**src/rtl/usb_packet_tx_pkg.sv**
```systemverilog
// Shared PID, SYNC and CRC16 constants plus FSM state type for the USB packet transmitter.
package usb_packet_tx_pkg;

    localparam logic [3:0] PID_DATA0 = 4'b0011;
    localparam logic [3:0] PID_DATA1 = 4'b1011;
    localparam logic [3:0] PID_ACK   = 4'b0010;
    localparam logic [3:0] PID_NAK   = 4'b1010;
    localparam logic [3:0] PID_STALL = 4'b1110;

    localparam logic [7:0]  SYNC_BYTE  = 8'h80;
    localparam logic [15:0] CRC16_POLY = 16'h8005;
    localparam logic [15:0] CRC16_INIT = 16'hFFFF;

    function automatic logic [15:0] reflect16(input logic [15:0] v);
        logic [15:0] r;
        for (int i = 0; i < 16; i++) r[i] = v[15-i];
        return r;
    endfunction

    // Bits leave LSB first, so the CRC register shifts right with the mirrored polynomial.
    localparam logic [15:0] CRC16_POLY_REFL = reflect16(CRC16_POLY);

    typedef enum logic [2:0] {
        ST_IDLE, ST_SYNC, ST_PID, ST_DATA, ST_CRC_LO, ST_CRC_HI, ST_EOP, ST_IFG
    } tx_state_t;

    // Anything other than DATA0/DATA1 goes out as a bare handshake.
    function automatic logic is_data_pid(input logic [3:0] pid);
        return (pid == PID_DATA0) || (pid == PID_DATA1);
    endfunction

endpackage

```
**src/rtl/usb_packet_tx_crc16.sv**
```systemverilog
// Serial reflected CRC16 (USB data CRC); one payload bit per enable, LSB first.
module usb_crc16
    import usb_packet_tx_pkg::*;
(
    input  logic        clk,
    input  logic        rst,
    input  logic        clear,
    input  logic        en,
    input  logic        bit_in,
    output logic [15:0] crc
);

    always_ff @(posedge clk) begin
        if (rst || clear)
            crc <= CRC16_INIT;
        else if (en)
            crc <= (crc >> 1) ^ ((crc[0] ^ bit_in) ? CRC16_POLY_REFL : 16'h0000);
    end

endmodule

```
**src/rtl/usb_packet_tx.sv**
```systemverilog
// Full-speed USB packet transmitter: SYNC, PID, payload, CRC16, EOP with bit stuffing and NRZI.
// Optional inter-packet gap after EOP enabled by defining USB_TX_IFG_EN.
module usb_packet_tx
    import usb_packet_tx_pkg::*;
#(
    parameter int CLK_DIV  = 4,
    parameter int IFG_BITS = 2
) (
    input  logic       clk,
    input  logic       rst,
    input  logic       tx_packet_start,
    input  logic [3:0] tx_packet_pid,
    output logic       tx_transaction_avail,
    input  logic [7:0] tx_packet_byte,
    input  logic       tx_packet_not_finished,
    output logic       tx_byte_req,
    output logic       usb_dp_tx,
    output logic       usb_dn_tx,
    output logic       usb_tx_oe
);

    localparam int DIV_W = (CLK_DIV > 2) ? $clog2(CLK_DIV) : 1;
    localparam int CNT_W = ($clog2(IFG_BITS) > 3) ? $clog2(IFG_BITS) : 3;

    tx_state_t        state, nxt_state;
    logic [DIV_W-1:0] div;
    logic [7:0]       shreg, nxt_shreg;
    logic [CNT_W-1:0] bit_cnt, nxt_cnt;
    logic [2:0]       ones_cnt, ones_next;
    logic [3:0]       pid_q;
    logic             stuffing, nxt_stuff;
    logic             level;
    logic             tick, counting, need_stuff, cur_bit, nxt_bit, data_pid;
    logic             crc_adv;
    logic [15:0]      crc;

    assign tick       = (state != ST_IDLE) && (div == DIV_W'(CLK_DIV - 1));
    assign counting   = (state == ST_SYNC) || (state == ST_PID) || (state == ST_DATA) ||
                        (state == ST_CRC_LO) || (state == ST_CRC_HI);
    assign cur_bit    = stuffing ? 1'b0 : shreg[0];
    assign ones_next  = (counting && cur_bit) ? ones_cnt + 3'd1 : 3'd0;
    assign need_stuff = counting && (ones_next == 3'd6);
    assign data_pid   = is_data_pid(pid_q);

    // Next bit decision, evaluated every cycle but only committed on tick.
    always_comb begin
        nxt_state   = state;
        nxt_shreg   = shreg;
        nxt_cnt     = bit_cnt;
        nxt_stuff   = 1'b0;
        crc_adv     = 1'b0;
        tx_byte_req = 1'b0;
        if (need_stuff) begin
            nxt_stuff = 1'b1;
        end else if (counting && bit_cnt != CNT_W'(7)) begin
            nxt_shreg = {1'b0, shreg[7:1]};
            nxt_cnt   = bit_cnt + 1'b1;
            crc_adv   = (state == ST_DATA);
        end else begin
            nxt_cnt = '0;
            case (state)
                ST_SYNC: begin
                    nxt_state = ST_PID;
                    nxt_shreg = {~pid_q, pid_q};
                end
                ST_PID, ST_DATA: begin
                    if (state == ST_PID && !data_pid) begin
                        nxt_state = ST_EOP;
                    end else if (tx_packet_not_finished) begin
                        nxt_state   = ST_DATA;
                        nxt_shreg   = tx_packet_byte;
                        crc_adv     = 1'b1;
                        tx_byte_req = tick;
                    end else begin
                        nxt_state = ST_CRC_LO;
                        nxt_shreg = ~crc[7:0];
                    end
                end
                ST_CRC_LO: begin
                    nxt_state = ST_CRC_HI;
                    nxt_shreg = ~crc[15:8];
                end
                ST_CRC_HI: nxt_state = ST_EOP;
                ST_EOP: begin
                    if (bit_cnt == CNT_W'(2)) begin
`ifdef USB_TX_IFG_EN
                        nxt_state = ST_IFG;
`else
                        nxt_state = ST_IDLE;
`endif
                    end else begin
                        nxt_cnt = bit_cnt + 1'b1;
                    end
                end
`ifdef USB_TX_IFG_EN
                ST_IFG: begin
                    if (bit_cnt == CNT_W'(IFG_BITS - 1)) nxt_state = ST_IDLE;
                    else nxt_cnt = bit_cnt + 1'b1;
                end
`endif
                default: nxt_state = ST_IDLE;
            endcase
        end
        nxt_bit = nxt_stuff ? 1'b0 : nxt_shreg[0];
    end

    // CRC is advanced as each payload bit is put on the line, so it is final when CRC_LO loads.
    usb_crc16 u_crc (
        .clk    (clk),
        .rst    (rst),
        .clear  (state == ST_IDLE),
        .en     (tick && crc_adv),
        .bit_in (nxt_shreg[0]),
        .crc    (crc)
    );

    always_ff @(posedge clk) begin
        if (rst) begin
            state                <= ST_IDLE;
            div                  <= '0;
            shreg                <= '0;
            bit_cnt              <= '0;
            ones_cnt             <= '0;
            stuffing             <= 1'b0;
            pid_q                <= '0;
            level                <= 1'b1;
            usb_dp_tx            <= 1'b1;
            usb_dn_tx            <= 1'b0;
            usb_tx_oe            <= 1'b0;
            tx_transaction_avail <= 1'b1;
        end else if (state == ST_IDLE) begin
            div <= '0;
            if (tx_packet_start && tx_transaction_avail) begin
                state                <= ST_SYNC;
                pid_q                <= tx_packet_pid;
                shreg                <= SYNC_BYTE;
                bit_cnt              <= '0;
                ones_cnt             <= '0;
                stuffing             <= 1'b0;
                tx_transaction_avail <= 1'b0;
                usb_tx_oe            <= 1'b1;
                // SYNC starts with a 0, so the line leaves J for K immediately.
                level                <= 1'b0;
                usb_dp_tx            <= 1'b0;
                usb_dn_tx            <= 1'b1;
            end
        end else begin
            div <= (div == DIV_W'(CLK_DIV - 1)) ? '0 : div + 1'b1;
            if (tick) begin
                state    <= nxt_state;
                shreg    <= nxt_shreg;
                bit_cnt  <= nxt_cnt;
                stuffing <= nxt_stuff;
                ones_cnt <= need_stuff ? 3'd0 : ones_next;
                if (nxt_state == ST_EOP) begin
                    level                  <= 1'b1;
                    {usb_dp_tx, usb_dn_tx} <= (nxt_cnt == CNT_W'(2)) ? 2'b10 : 2'b00;
                end else if (nxt_state == ST_IDLE || nxt_state == ST_IFG) begin
                    level                  <= 1'b1;
                    {usb_dp_tx, usb_dn_tx} <= 2'b10;
                    usb_tx_oe              <= 1'b0;
                    tx_transaction_avail   <= (nxt_state == ST_IDLE);
                end else if (!nxt_bit) begin
                    level                  <= ~level;
                    {usb_dp_tx, usb_dn_tx} <= level ? 2'b01 : 2'b10;
                end
            end
        end
    end

endmodule
```
**config.mk**
```make
export PLATFORM = sky130hd
export DESIGN_NAME = usb_packet_tx
export DESIGN_NICKNAME = d
export VERILOG_FILES = /design/src/rtl/usb_packet_tx_pkg.sv /design/src/rtl/usb_packet_tx_crc16.sv /design/src/rtl/usb_packet_tx.sv
export SDC_FILE = /design/constraint.sdc
export NUM_CORES = 1
export LEC_CHECK = 0
export CAP_MARGIN = 20
export CORE_MARGIN = 2
export CORE_UTILIZATION = 30
export CTS_CLUSTER_SIZE = 25
export DETAILED_ROUTE_END_ITERATION = 7
export PLACE_DENSITY = 0.44
export SYNTH_ARGS = -nofsm -noshare
export SYNTH_HDL_FRONTEND = slang
export SYNTH_SLANG_ARGS = --single-unit
```
**constraint.sdc**
```tcl
create_clock -name clk -period 3.1 [get_ports clk]
set_clock_uncertainty 0.1 [all_clocks]
set_input_delay 0.31 -clock clk [delete_from_list [all_inputs] [get_ports clk]]
set_output_delay 0.31 -clock clk [all_outputs]
set_load 0.02 [all_outputs]
```
; Yosys cells after proc, flatten, opt, wreduce, memory -nomap -nowiden
; Index checks and enable logic that the tools add are counted.
[op_classes]
add_sub_neg = 3
n_eq_ne = 20
muxes = 71
bitwise_logic = 6
n_reduce_logical = 28
[op_table]
columns = cell, n
row1 = 2-to-1 mux 3 bit, 19
row2 = 2-to-1 mux 8 bit, 7
row3 = 2-to-1 mux 1 bit, 40
row4 = one-hot mux 8 bit (3 select lines), 1
row5 = equality test 3 bit (second input constant), 6
row6 = 2-to-1 mux 16 bit, 1
row7 = NOT 8 bit, 2
row8 = XOR 15 x 16 -> 16 bit, 1
row9 = one-hot mux 3 bit (5 select lines), 1
row10 = equality test 3 x 2 -> 1 bit (second input constant), 4
row11 = logical AND 1 bit, 7
row12 = logical OR 1 bit, 7
row13 = adder 3 x 1 -> 3 bit (second input constant), 2
row14 = zero test 3 bit, 2
row15 = AND reduction 5 bit, 1
row16 = nonzero test 5 bit, 1
row17 = equality test 4 x 2 -> 1 bit (second input constant), 1
row18 = equality test 4 bit (second input constant), 1
row19 = 2-to-1 mux 2 bit, 2
row20 = inequality test 2 x 1 -> 1 bit (second input constant), 2
row21 = inequality test 4 x 1 -> 1 bit (second input constant), 1
row22 = inequality test 4 x 3 -> 1 bit (second input constant), 1
row23 = NOT 4 bit, 1
row24 = AND reduction 2 bit, 2
row25 = 14 further kinds, 15
[totals]
register_bits = 45
in_bits = 16
out_inout_bits = 5
elab_cells = 142

; Logic depth before layout (Yosys ltp)
; Gate-level depths: netlist of run 1.
[depth]
word_depth = 16
mapped_depth = 11
ltp_nobuf = 9

; Cells and area by module
; A second synthesis of run 1 with hierarchy kept.
[unflattened]
hier_cells = 294
hier_area_um2 = 2426.1
[by_module_without_submodules]
columns = mod, instances, cells_per_inst, area_per_inst_um2, seq_area_each_um2
row1 = usb_packet_tx, 1, 236, 1824.2, 580.6
row2 = usb_crc16, 1, 58, 601.8, 320.3

; Least setup slack after synthesis of run 1
; OpenSTA, ideal clock, no wires.
[synth_timing]
path_kind = register to register
start = register bit_cnt[0]
end = register usb_dp_tx
setup_ns = 0.122
arrival_ns = 2.107
required_time_ns = 2.878
slack_ns = 0.771
stages_incl_launch_ff = 10
path_buffers = 0
synth_period_minus_slack_ns = 2.329
cell_sequence = dfxtp_1 ha_1 ha_1 nor3b_1 or4_1 o311ai_1 o2111ai_1 a21oi_1 nor2_1 a221o_1
[synth_via]
elab_chain_cells = 11
elab_cells_between_ends = 27
classes_between = 1 x add/sub / 6 x eq/ne / 16 x mux / 4 x reduce/logical
[synth_lines]
columns = item, line_no
row1 = from (decl), usb_packet_tx.sv:28  ; logic [CNT_W-1:0] bit_cnt, nxt_cnt;
row2 = from (signal assigned), usb_packet_tx.sv:152  ; bit_cnt <= nxt_cnt;
row3 = equality test 3 x 2 -> 1 bit, usb_packet_tx.sv:85  ; if (bit_cnt == CNT_W'(2)) begin
row4 = 2-to-1 mux 3 bit, usb_packet_tx.sv:85
row5 = one-hot mux 3 bit (5 select lines), usb_packet_tx.sv:61  ; case (state)
row6 = 2-to-1 mux 3 bit, usb_packet_tx.sv:55  ; end else if (counting && bit_cnt != CNT_W'(7)) begin
row7 = 2-to-1 mux 3 bit, usb_packet_tx.sv:53  ; if (need_stuff) begin
row8 = equality test 3 bit / zero test 3 bit (equally long branches), usb_packet_tx.sv:158  ; end else if (nxt_state == ST_IDLE || nxt_state == ST_IFG) begin
row9 = logical OR 1 bit, usb_packet_tx.sv:158
row10 = 2-to-1 mux 1 bit, usb_packet_tx.sv:158
row11 = 2-to-1 mux 1 bit, usb_packet_tx.sv:155  ; if (nxt_state == ST_EOP) begin
row12 = 2-to-1 mux 1 bit, usb_packet_tx.sv:149  ; if (tick) begin
row13 = 2-to-1 mux 1 bit, usb_packet_tx.sv:131  ; end else if (state == ST_IDLE) begin
row14 = to (signal assigned), usb_packet_tx.sv:157  ; {usb_dp_tx, usb_dn_tx} <= (nxt_cnt == CNT_W'(2)) ? 2'b10 : 2'b00;
row15 = to (signal assigned), usb_packet_tx.sv:165  ; {usb_dp_tx, usb_dn_tx} <= level ? 2'b01 : 2'b10;
row16 = to (decl), usb_packet_tx.sv:17  ; output logic usb_dp_tx,
; Several ways; a longest one is shown, not always the timed one. The select of a mux whose other input is x is not followed.
; A chain may end at the register's enable or synchronous reset.

; Worst setup path after layout of run 1
[layout_timing]
start = register state[2]
end = output port tx_byte_req
[layout_via]
elab_chain_cells = 10
elab_cells_between_ends = 23
classes_between = 6 x eq/ne / 6 x mux / 11 x reduce/logical
[layout_lines]
columns = item, line_no
row1 = from (decl), usb_packet_tx.sv:25  ; tx_state_t state, nxt_state;
row2 = from (signal assigned), usb_packet_tx.sv:150  ; state <= nxt_state;
row3 = equality test 3 x 1 -> 1 bit / equality test 3 x 2 -> 1 bit (equally long branches), "usb_packet_tx.sv:38, usb_packet_tx.sv:61, usb_packet_tx.sv:67"
row4 = logical OR 1 bit (3 in a row), usb_packet_tx.sv:38  ; assign counting = (state == ST_SYNC) || (state == ST_PID) || (state == ST_DATA) ||
row5 = logical OR 1 bit, usb_packet_tx.sv:39  ; (state == ST_CRC_LO) || (state == ST_CRC_HI);
row6 = logical AND 1 bit, usb_packet_tx.sv:41  ; assign ones_next = (counting && cur_bit) ? ones_cnt + 3'd1 : 3'd0;
row7 = 2-to-1 mux 3 bit, usb_packet_tx.sv:41
row8 = equality test 3 bit, usb_packet_tx.sv:42  ; assign need_stuff = counting && (ones_next == 3'd6);
row9 = logical AND 1 bit, usb_packet_tx.sv:42
row10 = 2-to-1 mux 1 bit (*), usb_packet_tx.sv:53
row11 = to (decl), usb_packet_tx.sv:16  ; output logic tx_byte_req,
; Every way passes the cells marked *; elsewhere a longest branch is shown, timed or not.

==> results of run 1 <==
==> placed cells by master, fill, tap and decap left out, drive strengths merged, types with 3 or more instances in the layout <==
master	n
clkdlybuf4s50	20
a21oi	34
nor3	6
nor3b	5
a21o	3
nor2	25
dfxtp	45
or3	4
clkbuf	7
nand2	47
and2	3
o21ai	18
ha	5
o221ai	5
nand2b	5
mux2i	13
and3	4
o211ai	5
inv	4
nor2b	3
xnor2	3
o22a	4
nand3	6
buf	10
==> worst reg2reg max path: stages (launching register included) <==
cell and delay, ns:
dfxtp_1 0.67, buf_4 0.26, a21boi_0 0.09, or4_1 0.41, o311ai_1 0.15, o2111ai_1 0.20
a21oi_1 0.17, nor2_1 0.08, a221o_1 0.34
==> kinds of logic (layout without fill, tap and decap cells) <==
| family | Yosys count | after routing |
|---|---|---|
| multiplexers | 14 | 14 |
| flip-flops | 45 | 45 |
| AO/OA/AOI/OAI | 91 | 91 |
| AND/OR/NAND/NOR | 117 | 117 |
| adder cells (fa/ha/maj) | 5 | 5 |
| buffers and inverters | 24 | 42 |
| XOR/XNOR | 5 | 5 |
==> state kept, by name, indices dropped and copies added, names as in the netlist <==
| signal | flops |
|---|---|
| u_crc.crc | 16 |
| shreg | 8 |
| pid_q | 4 |
| bit_cnt | 3 |
| ones_cnt | 3 |
| state | 3 |
| div | 2 |
| level | 1 |
| stuffing | 1 |
| tx_transaction_avail | 1 |
| usb_dn_tx | 1 |
| usb_dp_tx | 1 |
| usb_tx_oe | 1 |
==> stage by stage <==
stage               instance area (sq um)  setup WS [ns]  hold slack [ns]  utilization (%)  power, mW
floorplan                            2470          0.771            0.308                -      0.702
global placement                     2770          0.494            0.319             34.2      0.766
detailed placement                   2770          0.531            0.328             34.2      0.766
CTS                                  2890          0.199            0.341             35.7       1.24
global route                         2890        0.00730            0.371             35.7       1.28
finish                               2890          0.184            0.338             35.7       1.22
==> routing by layer <==
layer | share of wire, % | global-route usage, % | vias up
li1 | - | - | 1117
met5 | 0 | 0 | -
met4 | 2.9 | 6.04 | 0
met2 | 41 | 22.5 | 57
met1 | 51 | 22.6 | 1014
met3 | 5.3 | 3.27 | 14
==> final cells by class <==
| cell class | instances | area share, % |
|---|---|---|
| Clock buffer | 7 | 2.99 |
| Clock inverter | 1 | 1.04 |
| Inverter | 4 | 0.520 |
| Multi-Input combinational cell | 232 | 50.2 |
| Sequential cell | 45 | 31.2 |
| Tap cell | 105 | 4.55 |
| Timing Repair Buffer | 30 | 9.53 |
==> worst max-delay path by stage <==
stage,from,end
after detailed placement,state[1]$_SDFFE_PP0P_,tx_byte_req
after global routing,state[1]$_SDFFE_PP0P_,tx_byte_req
after floorplan,bit_cnt[0]$_SDFFE_PP0P_,usb_dp_tx$_SDFFE_PP1P_
after CTS,state[2]$_SDFFE_PP0P_,tx_byte_req
final,state[2]$_SDFFE_PP0P_,tx_byte_req
after global placement,state[2]$_SDFFE_PP0P_,tx_byte_req
==> report_power, final <==
part / leakage, nW / internal [mW] / switching, mW / total [mW]
clock: 0.0585 / 0.263 / 0.201 / 0.464
sequential: 0.366 / 0.591 / 0.0149 / 0.606
combinational: 0.678 / 0.0651 / 0.0804 / 0.145
==> key figures, run 1 <==
Clock network
  – Cts repair resizes: 0
  – Clk slew on worst S/H paths: 0.08 ns
  – H-tree depth: 2
  – Clock buffer depth: 2
  – CTS sink count: 45
  – Hold buffer count at CTS: 0
  – CTS tree: done
  – Worst-Skew Late Latency: 0.30 ns
  – Clk Tree Root Cell: clkbuf_8
  – Num CTS Buffers: 5
  – Post-CTS setup buffer count: 0

Routing
  – DR vias: 2202
  – Vias per cell: 5.19
  – WL/cell: 15.5 um
  – 1st-pass router iterations: 4
  – DRT Wirelength: 6.57 mm
  – DRT iter0 DRCs: 152
  – Post-DRT Antenna Nets: 0
  – DRC: 0

Setup path
  – CP Data Arrival Time: 2.51 ns
  – Peak per-stage delay on the critical path: 0.60 ns
  – Buf/Inv on CP: 1
  – WP data required: 2.69 ns
  – Delay-heaviest family, CP: simple AND/OR/NAND/NOR gates
  – Reg2reg end: usb_dp_tx$_SDFFE_PP1P_
  – CP Class: reg2out
  – CP startpoint kind: flop
  – Critical Path Fanout Max: 14
  – Reg-to-Reg Start: state[2]$_SDFFE_PP0P_
  – WP depth: 5
  – Worst reg2reg path depth: 8
  – Crit path capture type: output pin
  – Worst R2R Setup Slack: 0.53 ns
  – Crit-path slowest cell: clkdlybuf4s50_1
  – CP cell instances: nor3_4 > nor2_1 > a22oi_2 > and3_1 > clkdlybuf4s50_1

Synthesis
  – Sequential element share of the synthesized area: 36.4%
  – Ys Warns: 0
  – Top cell type's share of synthesized area: 36.4%
  – Post-synth top area cell: dfxtp_1
  – Synthesized-area fraction occupied by xor and xnor cells: 1.77%
  – Mapped Cells: 301
  – Post-Syn Nets: 322
  – FF+latch count, synth: 45
  – Dominant cells by area after synthesis: dfxtp_1 36%, a21oi_1 6.9%, nand2_1 6.8%
  – Synth Flop Type: dfxtp_1
  – Post-Synth Simple-Gate Area: 24.6%
  – Dominant combinational cell family by area after synthesis: simple AND/OR/NAND/NOR gates
  – Cell variety after synth: 57
  – Proportion of synthesized area in mux cells: 5.71%
  – Compound-Gate Fraction of Synth Area: 24.0%
  – Synth Cell Area: 0.00247 sq mm
  – Post-synth EDFFs: 0
  – Synth Area in Adders: 2.53%
  – Synth Area per Inst: 8.22 sq um
  – Post-synth top cells: 45 x dfxtp_1, 45 x nand2_1, 34 x a21oi_1, 25 x nor2_1, 18 x o21ai_0
  – Synth async-reset ratio: 0%

Cells and area
  – Register Area: 901 sq um
  – Diode count: 0
  – P&R area growth vs syn: 16.7%
  – Multi-input logic area: 0.00145 sq mm
  – Post-Layout Cell Count: 424
  – Share of cells above drive strength 1: 8.46%
  – Fill count: 887
  – Fin nets: 339

Place
  – Inst Count DP: 416
  – GPL Wtd Cong: 0.847
  – HPWL Detailed: 4.91 mm
  – Port bufs: 20

GRT
  – Overflow after GRT: 0
  – All-Layer GR Usage: 15.6%
  – Largest net degree at the start of global routing: 27
  – First-pass GRT wire length: 10.8 mm
  – Initial antenna violation count: 0
  – Vias in the first global route: 2085

Worst hold path
  – Worst Hold Launch: div[0]$_SDFF_PP0_
  – Hold Path End: div[0]$_SDFF_PP0_
  – Min-Delay Path Depth: 1
  – Hold Path Class: reg2reg

STA
  – Top achievable clock speed: 343 MHz
  – Hold Fails Final Rpt: 0
  – Final Setup Violations: 0
  – RSZ-0062 raised after global routing: no
  – Period minus WS final: 2.92 ns
  – Post-Route Setup TNS: 0 ns
  – Actual slew at the worst max-slew pin: 0.583 ns
  – Final slew viol count: 0
  – Slew margin rel.: 61.0%
  – Fin crit share: 94.1%

Run status
  – Status: finished, final reports clean

Pwr
  – Static Leak: 1.10 nW
  – Peak VDD IR: 0.147 mV
  – Pwr Density: 421 mW/mm^2

Floorplan
  – Die ar.: 0.00899 sq mm
  – Core box area: 0.00809 sq mm
  – Starting density of the core: 30.6%
  – DIE WIDTH: 94.8 um
  – Ports: 21
  – # rows: 33
  – Die height: 94.8 um

Run
  – Max-cap viol count: 0
Power figures use the tool's default switching activity.
==> run 2: changes to the inputs <==
Settings changed: CAP_MARGIN 20 to 0.
==> results of run 2 <==
No change in the layout: final DEF, timing and power equal those of run 1.
